### src/rtl/fixed_divide_seq.sv
`default_nettype none
// ============================================================================
// Module      : fixed_divide_seq
// Description : Iterative signed fixed-point divider, c = a / b, with all
//               operands and the result in the same Q format (operand_size
//               total bits, fractional_size fractional bits). Restoring
//               division, one quotient bit per clock, valid/ready on both
//               sides. Quotient is truncated toward zero and saturated on
//               range overflow; divide-by-zero returns a signed full-scale.
// Ports       : clk          system clock, rising edge
//               rst          synchronous active-high reset
//               in_valid     dividend/divisor present
//               in_ready     block can accept an operation (IDLE only)
//               a, b         signed dividend / divisor, QF
//               out_valid    result present (DONE only)
//               out_ready    consumer accepts result
//               c            signed quotient, QF
//               ovf          quotient saturated due to range overflow
//               div_by_zero  b was zero
// Revision    : 1.0 - initial release
// ============================================================================
module fixed_divide_seq #(
   parameter int fractional_size = 12,
   parameter int operand_size    = 32
) (
   input  logic                    clk,
   input  logic                    rst,
   input  logic                    in_valid,
   output logic                    in_ready,
   input  logic [operand_size-1:0] a,
   input  logic [operand_size-1:0] b,
   output logic                    out_valid,
   input  logic                    out_ready,
   output logic [operand_size-1:0] c,
   output logic                    ovf,
   output logic                    div_by_zero
);

   localparam int c_w     = operand_size;
   localparam int c_f     = fractional_size;
   localparam int c_n     = c_w + c_f;                 // quotient bits / iterations
   localparam int c_cnt_w = $clog2(c_n + 1);           // counter must reach c_n

   localparam logic [c_cnt_w-1:0] c_cnt_end = (c_cnt_w)'(c_n);

   // Result range limits, expressed on the full-width quotient magnitude.
   localparam logic [c_n-1:0] c_neg_lim = (c_n)'(1) << (c_w - 1);   //  2^(W-1)
   localparam logic [c_n-1:0] c_pos_lim = c_neg_lim - (c_n)'(1);    //  2^(W-1)-1

   // Saturated output codes.
   localparam logic [c_w-1:0] c_min_neg = (c_w)'(1) << (c_w - 1);
   localparam logic [c_w-1:0] c_max_pos = ~c_min_neg;

   typedef enum logic [1:0] {
      S_IDLE = 2'd0,
      S_CALC = 2'd1,
      S_FIX  = 2'd2,
      S_DONE = 2'd3
   } state_t;

   // ------------------------------------------------------------------------
   // State and datapath registers
   // ------------------------------------------------------------------------
   state_t               state_q,   state_d;
   logic [c_cnt_w-1:0]   cnt_q,     cnt_d;
   // Dividend bits shift out of the top while quotient bits shift in at the
   // bottom; after c_n iterations the register holds the quotient magnitude.
   logic [c_n-1:0]       dq_q,      dq_d;
   // The remainder always ends below the divisor (<= 2^(W-1)), so W bits
   // hold it; only the shifted trial value needs W+1 bits.
   logic [c_w-1:0]       rem_q,     rem_d;
   logic [c_w-1:0]       div_q,     div_d;
   logic                 sign_q,    sign_d;
   logic                 a_neg_q,   a_neg_d;
   logic                 bzero_q,   bzero_d;
   logic [c_w-1:0]       c_q,       c_d;
   logic                 ovf_q,     ovf_d;
   logic                 dbz_q,     dbz_d;

   // ------------------------------------------------------------------------
   // Combinational helpers
   // ------------------------------------------------------------------------
   logic [c_w-1:0]       a_mag;
   logic [c_w-1:0]       b_mag;
   logic [c_w:0]         rem_shift;
   logic [c_w-1:0]       rem_sub;
   logic                 q_bit;
   logic [c_w-1:0]       q_low;
   logic                 pos_ovf;
   logic                 neg_ovf;

   // Two's-complement magnitude; -2^(W-1) maps to 2^(W-1), which fits in
   // W unsigned bits.
   assign a_mag = a[c_w-1] ? (~a + (c_w)'(1)) : a;
   assign b_mag = b[c_w-1] ? (~b + (c_w)'(1)) : b;

   // One restoring step: bring in the next dividend bit, subtract the
   // divisor when it fits. The low W bits of the subtraction are exact
   // whenever the subtraction is kept.
   assign rem_shift = {rem_q, dq_q[c_n-1]};
   assign q_bit     = (rem_shift >= {1'b0, div_q});
   assign rem_sub   = rem_shift[c_w-1:0] - div_q;

   assign q_low   = dq_q[c_w-1:0];
   assign pos_ovf = (dq_q > c_pos_lim);
   assign neg_ovf = (dq_q > c_neg_lim);

   // ------------------------------------------------------------------------
   // Next-state / datapath logic
   // ------------------------------------------------------------------------
   always_comb begin
      state_d = state_q;
      cnt_d   = cnt_q;
      dq_d    = dq_q;
      rem_d   = rem_q;
      div_d   = div_q;
      sign_d  = sign_q;
      a_neg_d = a_neg_q;
      bzero_d = bzero_q;
      c_d     = c_q;
      ovf_d   = ovf_q;
      dbz_d   = dbz_q;

      case (state_q)
         S_IDLE: begin
            if (in_valid) begin
               dq_d    = (c_n)'(a_mag) << c_f;
               rem_d   = '0;
               div_d   = b_mag;
               sign_d  = a[c_w-1] ^ b[c_w-1];
               a_neg_d = a[c_w-1];
               bzero_d = (b == '0);
               cnt_d   = '0;
               state_d = S_CALC;
            end
         end

         S_CALC: begin
            // Counter values 0..c_n-1 each perform one iteration; the
            // terminal count spends one cycle handing over to FIX so the
            // latency is the same fixed value for every operand.
            if (cnt_q == c_cnt_end) begin
               state_d = S_FIX;
            end else begin
               rem_d = q_bit ? rem_sub : rem_shift[c_w-1:0];
               dq_d  = (dq_q << 1) | (c_n)'(q_bit);
               cnt_d = cnt_q + (c_cnt_w)'(1);
            end
         end

         S_FIX: begin
            if (bzero_q) begin
               c_d   = a_neg_q ? c_min_neg : c_max_pos;
               ovf_d = 1'b0;
               dbz_d = 1'b1;
            end else if (!sign_q && pos_ovf) begin
               c_d   = c_max_pos;
               ovf_d = 1'b1;
               dbz_d = 1'b0;
            end else if (sign_q && neg_ovf) begin
               c_d   = c_min_neg;
               ovf_d = 1'b1;
               dbz_d = 1'b0;
            end else begin
               // Magnitude exactly 2^(W-1) negates onto itself, giving -2^(W-1).
               c_d   = sign_q ? (~q_low + (c_w)'(1)) : q_low;
               ovf_d = 1'b0;
               dbz_d = 1'b0;
            end
            state_d = S_DONE;
         end

         S_DONE: begin
            if (out_ready) begin
               state_d = S_IDLE;
            end
         end

         default: begin
            state_d = S_IDLE;
         end
      endcase
   end

   // ------------------------------------------------------------------------
   // Registers
   // ------------------------------------------------------------------------
   always_ff @(posedge clk) begin
      if (rst) begin
         state_q <= S_IDLE;
         cnt_q   <= '0;
         dq_q    <= '0;
         rem_q   <= '0;
         div_q   <= '0;
         sign_q  <= 1'b0;
         a_neg_q <= 1'b0;
         bzero_q <= 1'b0;
         c_q     <= '0;
         ovf_q   <= 1'b0;
         dbz_q   <= 1'b0;
      end else begin
         state_q <= state_d;
         cnt_q   <= cnt_d;
         dq_q    <= dq_d;
         rem_q   <= rem_d;
         div_q   <= div_d;
         sign_q  <= sign_d;
         a_neg_q <= a_neg_d;
         bzero_q <= bzero_d;
         c_q     <= c_d;
         ovf_q   <= ovf_d;
         dbz_q   <= dbz_d;
      end
   end

   // ------------------------------------------------------------------------
   // Outputs
   // ------------------------------------------------------------------------
   assign in_ready    = (state_q == S_IDLE);
   assign out_valid   = (state_q == S_DONE);
   assign c           = c_q;
   assign ovf         = ovf_q;
   assign div_by_zero = dbz_q;

endmodule
`default_nettype wire

### config.mk
export PLATFORM = sky130hd
export DESIGN_NAME = fixed_divide_seq
export DESIGN_NICKNAME = d
export VERILOG_FILES = /design/src/rtl/fixed_divide_seq.sv
export SDC_FILE = /design/constraint.sdc
export NUM_CORES = 1
export LEC_CHECK = 0
export ABC_AREA = 1
export ABC_CLOCK_PERIOD_IN_PS = 4400
export CORE_MARGIN = 4
export CORE_UTILIZATION = 62
export DETAILED_ROUTE_END_ITERATION = 12
export PLACE_DENSITY_LB_ADDON = 0.25
export SLEW_MARGIN = 25
export SYNTH_ARGS = -nofsm -noshare
export SYNTH_HDL_FRONTEND = slang
export SYNTH_SLANG_ARGS = --single-unit
### constraint.sdc
create_clock -name clk -period 4.4 [get_ports clk]
set_clock_uncertainty 0.05 [all_clocks]
set_input_delay 0.44 -clock clk [delete_from_list [all_inputs] [get_ports clk]]
set_output_delay 0.44 -clock clk [all_outputs]
set_load 0.05 [all_outputs]
# Yosys cells after proc, flatten, opt, wreduce, memory -nomap -nowiden
# Index checks and enable logic that the tools add are counted.
# op_classes
add_sub_neg	5
order_cmp	3
n_eq_ne	8
mux	25
bitwise	5
n_reduce_logical	9
# ops
op	n
32-bit 2-to-1 mux	10
32-bit by 1-bit adder with 32-bit output (second input constant)	3
32-bit NOT	3
44-bit 2-to-1 mux	2
44-bit case mux with 2 select lines	1
32-bit case mux with 2 select lines	1
44-bit by 31-bit > comparator with 1-bit output (second input constant)	1
44-bit by 32-bit > comparator with 1-bit output (second input constant)	1
44-bit by 1-bit bitwise OR with 44-bit output	1
33-bit by 32-bit greater-or-equal comparator with 1-bit output	1
32-bit logical NOT	1
32-bit subtractor	1
6-bit 2-to-1 mux	2
6-bit case mux with 2 select lines	1
2-bit case mux with 4 select lines	1
6-bit by 1-bit adder with 6-bit output (second input constant)	1
6-bit equality test (second input constant)	1
2-bit 2-to-1 mux	3
2-bit inequality test (second input constant)	3
3-bit AND reduction	2
2-bit equality test (second input constant)	2
1-bit 2-to-1 mux	4
2-bit by 1-bit equality test with 1-bit output (second input constant)	1
1-bit logical AND	2
6 further kinds	6
# word_totals
register_bits	153
inputBits	68
elab_cells	66

# Logic depth before layout (Yosys ltp)
# Gate-level depths: netlist (run 1).
# logic_depth
depth_word	6
mapped_depth	17
depth_no_buf	16

# Worst setup path before layout (run 1)
# OpenSTA, ideal clock, no wires.
# synth_path
path_kind	reg2reg
startpoint	register state_q[0]
endpoint	register div_q[30]
arrival_ns	1.984
required_time_ns	4.241
path_slack_ns	2.257
path_stages_with_launch	10
path_buffers	2
synth_period_minus_slack_ns	2.143
path_cell_list	dfxtp_1 > inv_1 > ha_1 > nand2_1 > inv_1 > clkbuf_1 > clkbuf_1 > nand3_1 > nand2_1 > inv_1
# synth_via
elab_chain_len	2
# synth_lines
element	line	text
from (decl)	64	state_t state_q, state_d;
from (signal assigned)	202	state_q <= state_d;
2-bit logical NOT	n/a	
named net in_ready	29	output logic in_ready,
2-bit AND reduction (no line)	n/a	
to (signal assigned)	206	div_q <= div_d;
to (decl)	72	logic [c_w-1:0] div_q, div_d;
# The timed path passes the listed nets, and every way through them passes these cells.
# A chain may end at the register's enable or synchronous reset.

# Worst setup path in the final report (run 1)
# layout_path
startpoint	register div_q[27]
endpoint	register rem_q[21]
# layout_via
elab_chain_len	4
# layout_lines
element	line	text
33-bit by 32-bit greater-or-equal comparator with 1-bit output	101	assign q_bit = (rem_shift >= {1'b0, div_q});
32-bit 2-to-1 mux	145	rem_d = q_bit ? rem_sub : rem_shift[c_w-1:0];
32-bit 2-to-1 mux	142	if (cnt_q == c_cnt_end) begin
32-bit case mux with 2 select lines	124	case (state_q)
to (signal assigned)	205	rem_q <= rem_d;
to (decl)	71	logic [c_w-1:0] rem_q, rem_d;
# Every way passes these cells. The select of a mux whose other input is x is not followed.

==> results of run 1 <==
per-layer routing:
metal / part of all wire [%] / vias up / GRT usage (%)
met5: 0.037 / - / 0
li1: - / 6481 / -
met4: 1.5 / 2 / 7.95
met1: 45 / 5811 / 45.6
met3: 10 / 56 / 6.33
met2: 43 / 612 / 49.3
synth_stat cells, types with 8 or more instances:
cell type,count
nor2_1,182
nor3_1,17
ha_1,41
a21oi_1,161
dfxtp_1,153
xor2_1,44
buf_2,8
clkbuf_8,9
nand3_1,154
a31oi_1,19
xnor2_1,21
nand2_1,577
nand4_1,26
nor2_2,8
nand3b_1,26
clkbuf_1,42
inv_1,295
o211ai_1,15
o21ai_0,116
through the flow:
step           cells  total power [mW]  util (%)  cell area (um^2)
6_report        2300              8.27      71.6             13400
5_1_grt         2300              8.84      71.6             13400
4_1_cts         2300              8.16      71.6             13400
3_5_place_dp    2268              6.71      68.6             12900
3_3_place_gp    2268              6.65      68.6             12900
2_1_floorplan   1991              5.52         -             11900
cell families after synthesis:
logic type / share of synthesized area [%]
AOI/OAI and AO/OA: 15.2
adders and majority gates: 4.48
and+or+nand+nor: 36.4
DFF: 25.8
buffers and inverters: 13.4
xor gates and xnor gates: 4.79
placed cells by master, fill, tap and decap left out, drive strengths merged:
master,netlist,final
a211oi,2,2
a21oi,162,162
a221oi,1,1
a311oi,1,1
a31oi,19,19
and2,7,7
and3,2,2
buf,22,15
bufinv,0,1
clkbuf,51,19
clkdlybuf4s50,0,102
clkinv,1,2
clkinvlp,0,4
dfxtp,153,153
fa,1,1
ha,41,41
inv,298,305
nand2,584,584
nand3,157,157
nand3b,26,26
nand4,26,26
nor2,191,191
nor3,17,17
nor4,4,4
o2111ai,1,1
o211a,1,1
o211ai,15,15
o21a,2,2
o21ai,122,122
o21bai,3,3
o221ai,3,3
o22ai,1,1
o31ai,3,3
or2,7,7
or3,1,1
xnor2,21,21
xor2,44,44
report_power, final:
part	leakage (nW)	switching, mW	internal, mW
registers	1.25	0.289	1.75
logic	5.01	3.28	1.49
clock network	0.268	0.659	0.797
total	6.53	4.23	4.04
area by class of cell:
type,count,area [um^2]
fillers,1632,5330
well taps,234,293
repair buffers,117,1150
clock inverters,13,136
clock buffers,19,433
inverters,299,1120
multi-input cells,1465,7250
flip-flops and latches,153,3060
sequential cells by signal (all words and copies together), names as in the netlist:
register	flops
bzero_q	1
c	32
cnt_q	6
dq_q	44
sign_q	1
a_neg_q	1
ovf	1
div_by_zero	1
state_q	2
rem_q	32
div_q	32
worst max-delay path by stage:
stage | startpoint | endpoint | slack [ns] | depth (start not counted)
after floorplan | state_q[0] | div_q[30] | 2.26 | 9
after global placement | div_q[22] | rem_q[31] | 1.47 | 15
after detailed placement | div_q[27] | rem_q[21] | 1.35 | 15
after CTS | div_q[27] | rem_q[25] | 1.34 | 15
after global routing | rem_q[23] | rem_q[29] | 1.05 | 14
final | div_q[27] | rem_q[21] | 1.29 | 15
==> flow_metrics.tcl, run 1 <==
set metrics [dict create \
    critical-path-max-stage-delay_ns 0.50 \
    die_w_um 146 \
    synth_cell_type_count 47 \
    finalHoldViolations 0 \
    cts_tree "done" \
    syn_nets 2101 \
    cts_buffers 17 \
    core_mm2 0.0188 \
    status "finished clean" \
    r2r_slack_ns 1.29 \
    vias_per_cell 5.64 \
    rr_endpoint "rem_q[21]" \
    fin_crit_ns 3.11 \
    critPathMaxFanout 33 \
    hold-path-endpoint "dq_q[41]" \
    root_buffer "clkbuf_16" \
    setup_viol 0 \
    ios 104 \
    first_pass_iters 6 \
    cp_data_arrival_time_ns 3.35 \
    area_growth_pct 13.0 \
    worst_pin_slew_ns 0.907 \
    cts_resized 0 \
    hold_path.class "in -> reg" \
    worstSetupPathType "reg -> reg" \
    grt_usage_pct 31.8 \
    worstPathCellList "inv_1 -> ha_1 -> nand2_1 -> inv_1 -> nand2_1 -> nand2_1 -> a21oi_1 -> nand2_1 -> nor2_2 -> buf_4 -> nand2_2 -> nand2_1 -> nand2_1 -> nand2_1 -> a21oi_1" \
    ys_warn_count 0 \
    grt_max_degree 71 \
    fin_crit_sh_pct 70.7 \
    dp_slack_ns 1.35 \
    endpoint_kind "flop" \
    place.gp.congestion 1.09 \
    initial_core_util_pct 63.4 \
    fmax_mhz 321 \
    synth_edf_count 0 \
    setup_slack_ns 1.29 \
    synthArstFlopShare_pct 0 \
    synth_cells 1991 \
    crit_top_cell "nand2_1" \
    critPathSlowestCell "nand2_2" \
    critPathBufInv 3 \
    grt_pass1_wl_um 56700 \
    drc 0 \
    cts.sinks 153 \
    slew_headroom_pct 39.4 \
    htreeDepth 4 \
    crit_family "simple AND/OR/NAND/NOR gates" \
    ir_worst_vdd_uv 384 \
    yosysTopAreaCellShare_pct 25.8 \
    cap_violations 0 \
    ctsHoldBuffers 0 \
    dieHeight_um 146 \
    power_leakage_nw 6.53 \
    start_kind "flop" \
    yosysTopAreaCell "dfxtp_1" \
    drt.antenna.violating_nets 0 \
    post-cts-setup-buffers 0 \
    hold_depth 2 \
    final_max_slew_viol_count 0 \
    routed_wl_um 35100 \
    antenna_found_initial 1 \
    hold_slack_ns 0.408 \
    ys_seq_area_share_pct 25.8 \
    p_per_area_mw_per_mm2 615 \
    wl_per_cell_um 15.3 \
    finalSetupTns_ns 0 \
    drtIter0Drc 1457 \
    r2r_start "div_q[27]" \
    fin_nets 2163 \
    clk_latency_ns 0.44 \
    clock_path_buffers 2 \
    post_synth.cell_area_avg_um2 5.97 \
    synth_flop_cell "dfxtp_1" \
    rsz0062_at_grt "false" \
    grt_overflow 0 \
    r2r_cells 15 \
    cts.reportedPaths.clkPinSlew_ns 0.06 \
    synth_area_leaders "dfxtp_1, nand2_1, inv_1" \
    drive_gt1_share_pct 3.68 \
    ys_ff_latch 153 \
    port_buffers 103 \
    num_vias 13000 \
    dieArea_mm2 0.0215 \
    n_antenna_cell 0 \
    rows 50 \
    grt_pass1_vias 11600 \
    required_ns 4.64 \
    min-delay-start "rst" \
    synth_area_mm2 0.0119 \
    hpwl_um 26200 \
]
Power figures use the tool's default switching activity.
==> inputs of run 2 (changes only) <==
--- a/config.mk
+++ b/config.mk
@@ -6,9 +6,9 @@
 export NUM_CORES = 1
 export LEC_CHECK = 0
 export ABC_AREA = 1
-export ABC_CLOCK_PERIOD_IN_PS = 4400
+export ABC_CLOCK_PERIOD_IN_PS = 3050
 export CORE_MARGIN = 4
-export CORE_UTILIZATION = 62
+export CORE_UTILIZATION = 60
 export DETAILED_ROUTE_END_ITERATION = 12
 export PLACE_DENSITY_LB_ADDON = 0.25
 export SLEW_MARGIN = 25
==> constraint.sdc (replaced) <==
create_clock -name clk -period 3.05 [get_ports clk]
set_clock_uncertainty 0.05 [all_clocks]
set_input_delay 0.305 -clock clk [delete_from_list [all_inputs] [get_ports clk]]
set_output_delay 0.305 -clock clk [all_outputs]
set_load 0.05 [all_outputs]
==> flow_metrics.tcl, run 2 (same netlist as run 1, synthesis figures left out) <==
set metrics [dict create \
    dieArea_mm2 0.0221 \
    ir_worst_vdd_uv 429 \
    p_per_area_mw_per_mm2 896 \
    drtIter0Drc 1278 \
    status "finished clean" \
    p_sw_mw 6.16 \
    clk_latency_ns 0.43 \
    grt_max_degree 104 \
    power_leakage_nw 6.59 \
    cp_data_arrival_time_ns 2.90 \
    core_mm2 0.0195 \
    finalHoldViolations 0 \
    grt_pass1_vias 11800 \
    cts.reportedPaths.clkPinSlew_ns 0.08 \
    required_ns 3.29 \
    routed_wl_um 35100 \
    p_clk_share_pct 18.4 \
    crit_top_cell "nand2_1" \
    drt.antenna.violating_nets 0 \
    final_common_cell "nand2_1" \
    fin_util_pct 69.8 \
    wl_per_cell_um 15.0 \
    antenna_found_initial 1 \
    initial_core_util_pct 61.1 \
    wl_met2_um 15200 \
    fmax_mhz 375 \
    power.internal_mw 6.00 \
    cts_buffers 17 \
    cts_tree "done" \
    rows 51 \
    critPathSlowestCell "nor3_1" \
    fin_crit_ns 2.66 \
    grt_overflow 0 \
    rsz0062_at_grt "false" \
    setup_viol 0 \
    met1Wirelength_um 15600 \
    hpwl_um 26200 \
    vias_per_cell 5.55 \
    grt_pass1_wl_um 56700 \
    top_layer "met5" \
    endpoint_kind "flop" \
    worst_pin_slew_ns 0.854 \
    drc 0 \
    largest-register "dq_q" \
    slew_headroom_pct 43.1 \
    cts.sinks 153 \
    final_max_slew_viol_count 0 \
    htreeDepth 4 \
    p_comb_share_pct 57.4 \
    largest_reg_flops 44 \
    dr_wl_met3_um 3600 \
    crit_family "simple AND/OR/NAND/NOR gates" \
    clock_path_buffers 2 \
    port_buffers 103 \
    worstSetupPathType "reg -> reg" \
    start_kind "flop" \
    fin_area_mm2 0.0136 \
    fin_crit_sh_pct 87.4 \
    placed_area_mm2 0.0130 \
    finalSetupTns_ns 0 \
    hold_path.class "in -> reg" \
    area_growth_pct 14.2 \
    critPathMaxFanout 15 \
    die_w_um 149 \
    place.gp.congestion 1.00 \
    root_buffer "clkbuf_16" \
    cts_resized 0 \
    final_cell_mix "nand2_1, inv_1, nor2_1" \
    critical-path-max-stage-delay_ns 0.63 \
    post-cts-setup-buffers 0 \
    fin_nets 2168 \
    ios 104 \
    first_pass_iters 8 \
    grt_usage_pct 31.0 \
    cap_violations 0 \
    num_vias 13000 \
    n_antenna_cell 0 \
    critPathBufInv 1 \
    switching_share_pct 50.7 \
    worstPathCellList "nor2_1 -> nand2_1 -> nor3_1 -> nand2_1 -> nand2_1 -> inv_1 -> a21oi_1 -> o21ai_0 -> nand2_1 -> a21oi_1" \
    pwr-share-seq_pct 24.1 \
    dieHeight_um 149 \
    drive_gt1_share_pct 4.06 \
    final.fill_count 1764 \
    ctsHoldBuffers 0 \
]
==> run 2: changes by cell type in the layout (fill, tap and decap cells not counted), sizes merged <==
cell      change
bufinv        +1
clkinvlp      -4
clkinv        +4
buf           +5
clkbuf        -1
==> run 2: worst paths after layout <==
kind,start,endpoint,slack [ns],cells past startpoint
setup / recovery,dq_q[40],c[27],0.39,10
hold / removal,rst,dq_q[37],0.06,2
setup reg to reg,dq_q[40],c[27],0.39,10
hold reg to reg,dq_q[39],dq_q[39],0.42,2
==> run 2: per-layer routing <==
layer  global-route usage (%)  vias to the layer above
li1                         -                     6498
met1                     43.7                     5801
met2                     47.6                      608
met3                     6.96                       63
met4                     9.29                        2
met5                        0                        -
==> run 2: area by class of cell <==
class,count,area [um^2],share of cell area (%)
multi-input cells,1465,7250,53.4
inverters,299,1120,8.27
clock buffers,18,439,3.23
flip-flops and latches,153,3060,22.5
well taps,265,332,2.44
repair buffers,122,1200,8.83
clock inverters,14,179,1.32
==> run 2: worst reg2reg max path: cells and delay by family, from the launching register on <==
family	cells	cell delay, ns
flops	1	0.32
compound gates	3	0.33
simple gates	6	1.53
buf+inv	1	0.28
==> run 2: power groups by stage <==
| stage | Clock, mW | Sequential [mW] | Combinational, mW |
|---|---|---|---|
| 2_1_floorplan | 0 | 3.40 | 4.56 |
| 3_3_place_gp | 0 | 2.93 | 6.76 |
| 3_5_place_dp | 0 | 2.96 | 6.82 |
| 4_1_cts | 2.24 | 2.92 | 6.87 |
| 5_1_grt | 2.34 | 2.99 | 7.70 |
| 6_report | 2.24 | 2.94 | 6.99 |
==> run 2: through the flow <==
stage | hold slack (ns) | cells | total power, mW | worst slack, ns
4_1_cts | 0.0495 | 2336 | 12.0 | 0.479
3_3_place_gp | 0.403 | 2304 | 9.69 | 0.503
6_report | 0.0581 | 2336 | 12.2 | 0.385
2_1_floorplan | 0.394 | 1991 | 7.96 | 0.907
5_1_grt | 0.0654 | 2336 | 13.0 | 0.216
3_5_place_dp | 0.409 | 2304 | 9.77 | 0.469
